## src/rtl/acc_wbuffer.sv

```systemverilog
// Accumulating write-back buffer: collects up to 4 rows, then read-modify-writes them into memory.
// Build with ACC_WBUFFER_SAT_EN for signed saturating lane adds; default is wrap-around.
module acc_wbuffer #(
  parameter int LANE_W = 32
) (
  input  logic                  clk,
  input  logic                  rstn,
  input  logic                  acc,
  input  logic                  row_valid,
  input  logic [4*LANE_W-1:0]   row_data,
  input  logic [2:0]            row_total,
  input  logic [3:0]            base,
  input  logic                  omsrc,
  input  logic                  clr,
  output logic                  load_done,
  output logic                  store_done,
  output logic                  mem_re,
  output logic [3:0]            mem_raddr,
  input  logic [4*LANE_W-1:0]   mem_rdata,
  output logic                  mem_we,
  output logic [3:0]            mem_waddr,
  output logic [4*LANE_W-1:0]   mem_wdata,
  output logic                  err
);

  typedef enum logic [1:0] {IDLE, COLLECT, WAIT_BUS, STORE} state_t;

  state_t state, state_nxt;

  logic [2:0] cnt, total, r, total_in;
  logic [1:0] base_hi, wr_idx;
  logic       wr_pend;
  logic       capture, last_cap, rd_go, last_wr, stray;
  logic [4*LANE_W-1:0] rows [4];
  logic [4*LANE_W-1:0] sum;

  // The low base bits are always zero; the row index fills them.
  logic unused_base;
  assign unused_base = ^base[1:0];

  function automatic logic [LANE_W-1:0] lane_add(input logic [LANE_W-1:0] a, input logic [LANE_W-1:0] b);
    logic [LANE_W-1:0] s;
    s = a + b;
`ifdef ACC_WBUFFER_SAT_EN
    if (a[LANE_W-1] == b[LANE_W-1] && s[LANE_W-1] != a[LANE_W-1])
      s = a[LANE_W-1] ? {1'b1, {(LANE_W-1){1'b0}}} : {1'b0, {(LANE_W-1){1'b1}}};
`endif
    return s;
  endfunction

  assign total_in = (row_total == 3'd0 || row_total > 3'd4) ? 3'd4 : row_total;
  assign capture  = row_valid && acc && !clr && (state == IDLE || state == COLLECT);
  assign last_cap = capture && ((state == IDLE) ? (total_in == 3'd1) : ((cnt + 3'd1) == total));
  assign rd_go    = (state == STORE) && omsrc && (r < total);
  assign last_wr  = (state == STORE) && wr_pend && ({1'b0, wr_idx} == (total - 3'd1));
  assign stray    = row_valid && ((state == STORE) || (state == WAIT_BUS && !clr) ||
                                  (state == COLLECT && !acc && !clr));

  always_ff @(posedge clk or negedge rstn) begin
    if (!rstn) state <= IDLE;
    else       state <= state_nxt;
  end

  always_comb begin
    state_nxt = state;
    case (state)
      IDLE:     if (capture) state_nxt = last_cap ? WAIT_BUS : COLLECT;
      COLLECT:  if (clr) state_nxt = IDLE; else if (last_cap) state_nxt = WAIT_BUS;
      WAIT_BUS: if (clr) state_nxt = IDLE; else if (omsrc) state_nxt = STORE;
      STORE:    if (last_wr) state_nxt = IDLE;
      default:  state_nxt = IDLE;
    endcase
  end

  // Write data is formed from the read data returned this cycle, so the write side stays combinational.
  always_comb begin
    sum = '0;
    for (int i = 0; i < 4; i++)
      sum[i*LANE_W +: LANE_W] = lane_add(mem_rdata[i*LANE_W +: LANE_W], rows[wr_idx][i*LANE_W +: LANE_W]);
  end

  always_comb begin
    mem_re    = rd_go;
    mem_raddr = rd_go ? {base_hi, r[1:0]} : 4'd0;
    mem_we    = (state == STORE) && wr_pend;
    mem_waddr = mem_we ? {base_hi, wr_idx} : 4'd0;
    mem_wdata = mem_we ? sum : '0;
  end

  always_ff @(posedge clk or negedge rstn) begin
    if (!rstn) begin
      cnt        <= 3'd0;
      total      <= 3'd0;
      r          <= 3'd0;
      base_hi    <= 2'd0;
      wr_pend    <= 1'b0;
      wr_idx     <= 2'd0;
      load_done  <= 1'b0;
      store_done <= 1'b0;
      err        <= 1'b0;
    end else begin
      load_done  <= last_cap;
      store_done <= last_wr;
      wr_pend    <= rd_go;
      if (stray) err <= 1'b1;
      if (rd_go) begin
        wr_idx <= r[1:0];
        r      <= r + 3'd1;
      end
      case (state)
        IDLE: if (capture) begin
          total   <= total_in;
          base_hi <= base[3:2];
          cnt     <= 3'd1;
        end
        COLLECT: begin
          if (clr)          cnt <= 3'd0;
          else if (capture) cnt <= cnt + 3'd1;
        end
        WAIT_BUS: begin
          if (clr)        cnt <= 3'd0;
          else if (omsrc) r   <= 3'd0;
        end
        STORE: if (last_wr) begin
          cnt <= 3'd0;
          r   <= 3'd0;
        end
        default: ;
      endcase
    end
  end

  // Row storage is not reset; it is always written before it is read.
  always_ff @(posedge clk) begin
    if (capture) rows[cnt[1:0]] <= row_data;
  end

endmodule
```

## config.mk

```make
export PLATFORM = sky130hd
export DESIGN_NAME = acc_wbuffer
export DESIGN_NICKNAME = d
export VERILOG_FILES = /design/src/rtl/acc_wbuffer.sv
export SDC_FILE = /design/constraint.sdc
export NUM_CORES = 1
export LEC_CHECK = 0
export ABC_AREA = 0
export CORE_ASPECT_RATIO = 1.5
export CORE_MARGIN = 3
export CORE_UTILIZATION = 40
export DETAILED_ROUTE_END_ITERATION = 16
export HOLD_SLACK_MARGIN = 0.05
export MAX_ROUTING_LAYER = met4
export SLEW_MARGIN = 15
export SYNTH_ARGS = -nofsm -noshare
export SYNTH_HDL_FRONTEND = slang
export SYNTH_SLANG_ARGS = --single-unit
```

## constraint.sdc

```tcl
create_clock -name clk -period 14.2 [get_ports clk]
set_input_delay 2.84 -clock clk [delete_from_list [all_inputs] [get_ports clk]]
set_output_delay 2.84 -clock clk [all_outputs]
set_load 0.02 [all_outputs]
```

==> results.ini <==
[status]
run_status=complete, no violations

[sta]
unrepaired_setup_endpoints_after_global_routing=false
slew_violations=0
worst_slew_margin_rel_pct=33.7
setup-tns-final_ns=0
fin_hold_ws_ns=0.509
timing.final.setup_violations=0
tightest_slew_ns=0.995
final.setup.worst_slack_ns=4.47
final.setup_skew_ns=0.0109
period_needed_ns=9.73
finalHoldViolCount=0
max_freq_ghz=0.103
timing.final.crit_share_pct=68.5

[logic_synthesis]
synth-async-reset-ratio_pct=3.58
biggest_area_contributors_in_the_synthesized_netlist=edfxtp_1 57%, mux4_2 11%, ha_1 6.2%
ys_top_cells_by_count=512 x edfxtp_1, 145 x nor2_1, 134 x ha_1, 128 x mux4_2, 116 x a21oi_1
seq_area_frac_synth_pct=59.0
ys_warn_count=0
number_of_synthesized_flops_with_an_enable_pin=512
synth.most_common_cell=edfxtp_1
synth_top_cell_area_share_pct=57.3
netlist_instances=1893
synth_nets=2300
post-synth-top-area-cell=edfxtp_1
library_cells_used_by_synthesis=89
synth_area_sq_mm=0.0268
synth_area_per_cell_sq_um=14.2
register_bit_total_from_synthesis=531
top_flip_flop_cell_by_instance_count_after_synthesis=edfxtp_1

[setup_path]
crit_chain=clkdlybuf4s50_1 > ha_1 > a21o_1 > nand4_1 > a31oi_1 > a21oi_1 > o211ai_1 > nand3_1 > a31oi_1 > mux2i_1 > clkdlybuf4s50_1
startpoint_of_the_lowest_slack_register_to_register_path=state[1]$_DFFE_PN0P_
reg2reg_setup_slack_ns=10.54
crit_slowest_cell=a31oi_1
worst-endpoint-required_ns=11.36
setup.worst_path.start=mem_rdata[32]
end_kind=primary output
crit-reg2reg-capture=rows[0][41]$_DFFE_PP_
worst_path_largest_cell_delay_ns=0.72
crit_arrival_ns=6.89
setup.worst_path.start_class=input port
worst-path-max-fanout=6
critical_path_class=input port to primary output
worstRegToRegCells=4

[cts]
cts_resized=0
cts-root-buf=clkbuf_16
postCtsSetupRepairBufs=0
tritoncts=built
hold_bufs_at_cts=0
total_number_of_h_tree_levels=2
insertion_delay_ns=0.61
clock_tree.buffer_depth=3
cts_inserted_buffers=53
clk_pin_slew_worst_paths_ns=0.06
numClockSinks=531

[cells_and_area]
area_growth_syn_to_layout_pct=25.3
ff_latch_area_sq_mm=0.0159
layoutNonFillerInstCount=3246
final_layout_size_suffix_gt1_share_pct=11.6
multi_input_comb_area_sq_mm=0.0105
num-fill-cells=5599
final_nets=2702

[min_path]
worst_min_path_class=register to register
min-delay-start=err$_DFFE_PN0P_
holdPathStages=1
hold-path-endpoint=err$_DFFE_PN0P_

[power_and_ir_drop]
switching_share_of_power_pct=34.7
share_comb_of_total_power_pct=42.1
pwr-share-clk_pct=24.6
leakage_nw=11.6
p_switching_w=0.00195
power.share.sequential_pct=33.3
ir_worst_vdd_uv=119
intPower_w=0.00367
cellPowerDensity_mw_per_mm2=167

[route]
drt-pass1-iter-count=5
ant_nets=0
vias_per_cell=5.46
num_vias=17700
route.detailed.wl_per_inst_microns=22.9
drc=0
finalWirelength_microns=74300
drt_iter0_markers=1058

[floorplanning]
floorplan.initialDensity_pct=40.6
die_span_in_y_microns=323
die_area_sq_mm=0.0703
core-area_sq_mm=0.0660
floorplan.rows=115
floorplan.io_pins=410
die_span_in_x_microns=218

[placement]
dpl.hpwl_microns=52200
dp_slack_ns=4.49
gp_congestion=0.849
placed_cells=3117
buffer_ports.inserted=407

[global_routing]
grt_start_max_net_pins=61
gr-usage-all-layers_pct=21.6
grt_pass1_vias=18600
global_route_wire_length_before_repair_microns=111000
antenna_violations_before_repair=31
grt.overflow.total=0

[flow_run]
cap_viol_max_count=0

critical path, delay by kind of cell:
| family | cells | cell delay (ns) |
|---|---|---|
| buffers and inverters | 2 | 1.18 |
| adder cells (fa/ha/maj) | 1 | 0.31 |
| AO/OA/AOI/OAI | 5 | 1.91 |
| AND/OR/NAND/NOR | 2 | 0.37 |
| multiplexers | 1 | 0.26 |
sequential cells by signal (all words and copies together), names as in the netlist:
signal,flops
base_hi,2
cnt,3
err,1
load_done,1
r,3
rows,512
state,2
store_done,1
total,3
wr_idx,2
wr_pend,1
cell type report:
| class | count | share of cell area [%] |
|---|---|---|
| Sequential cell | 531 | 47.1 |
| Multi-Input combinational cell | 1229 | 31.2 |
| Timing Repair Buffer | 424 | 12.5 |
| Antenna cell | 31 | 0.231 |
| Clock inverter | 34 | 0.900 |
| Inverter | 56 | 0.625 |
| Clock buffer | 64 | 4.19 |
| Tap cell | 877 | 3.26 |
worst max path at each step:
stage,to,depth (start not counted)
final,mem_wdata[63],11
after global routing,mem_wdata[63],11
after CTS,mem_wdata[63],11
after detailed placement,mem_wdata[63],11
after global placement,mem_wdata[63],11
after floorplan,mem_wdata[16],11
kinds of logic after synthesis:
group	Yosys count	synth area share [%]
adder cells (fa/ha/maj)	138	6.54
flip-flops	531	59.0
buffers and inverters	133	1.96
AO/OA/AOI/OAI	395	9.78
AND/OR/NAND/NOR	458	8.29
multiplexers	137	11.1
XOR/XNOR	101	3.30
layer usage:
| metal | GRT usage, % | up-vias | wire length, microns | share of wire [%] |
|---|---|---|---|---|
| met1 | 25.3 | 8795 | 29600 | 40 |
| li1 | - | 8278 | - | - |
| met4 | 9.31 | 0 | 2810 | 3.8 |
| met2 | 35.1 | 542 | 36600 | 49 |
| met5 | - | - | 0 | 0 |
| met3 | 5.81 | 124 | 5330 | 7.2 |
cells in the final DEF (no fill, tap or decap), drive strengths merged, types with 16 or more instances in the layout:
| master | n |
|---|---|
| a21o | 48 |
| a21oi | 119 |
| a31oi | 17 |
| and2 | 27 |
| and3 | 18 |
| buf | 17 |
| clkbuf | 64 |
| clkdlybuf4s50 | 407 |
| clkinv | 24 |
| dfrtp | 19 |
| diode | 31 |
| edfxtp | 512 |
| ha | 134 |
| inv | 60 |
| mux4 | 128 |
| nand2 | 99 |
| nand3 | 36 |
| nand4 | 16 |
| nor2 | 145 |
| nor2b | 18 |
| nor3 | 47 |
| o211ai | 25 |
| o21a | 20 |
| o21ai | 73 |
| o21bai | 19 |
| xnor2 | 63 |
| xor2 | 38 |
power groups by stage:
stage	Combinational (W)	Clock (W)	Sequential, W
floorplan	0.00183	0	0.00186
global placement	0.00234	0	0.00190
detailed placement	0.00237	0	0.00191
CTS	0.00238	0.00143	0.00187
global route	0.00261	0.00149	0.00188
finish	0.00237	0.00138	0.00187
per-stage QoR:
step	utilization [%]	power, W	cell area (sq um)
final	50.9	0.00562	33600
after global routing	50.9	0.00598	33600
after CTS	50.8	0.00568	33600
after detailed placement	48.2	0.00427	31900
after global placement	48.2	0.00424	31900
after floorplan	-	0.00369	26800
Note: power is estimated with default switching activity, not from simulation.
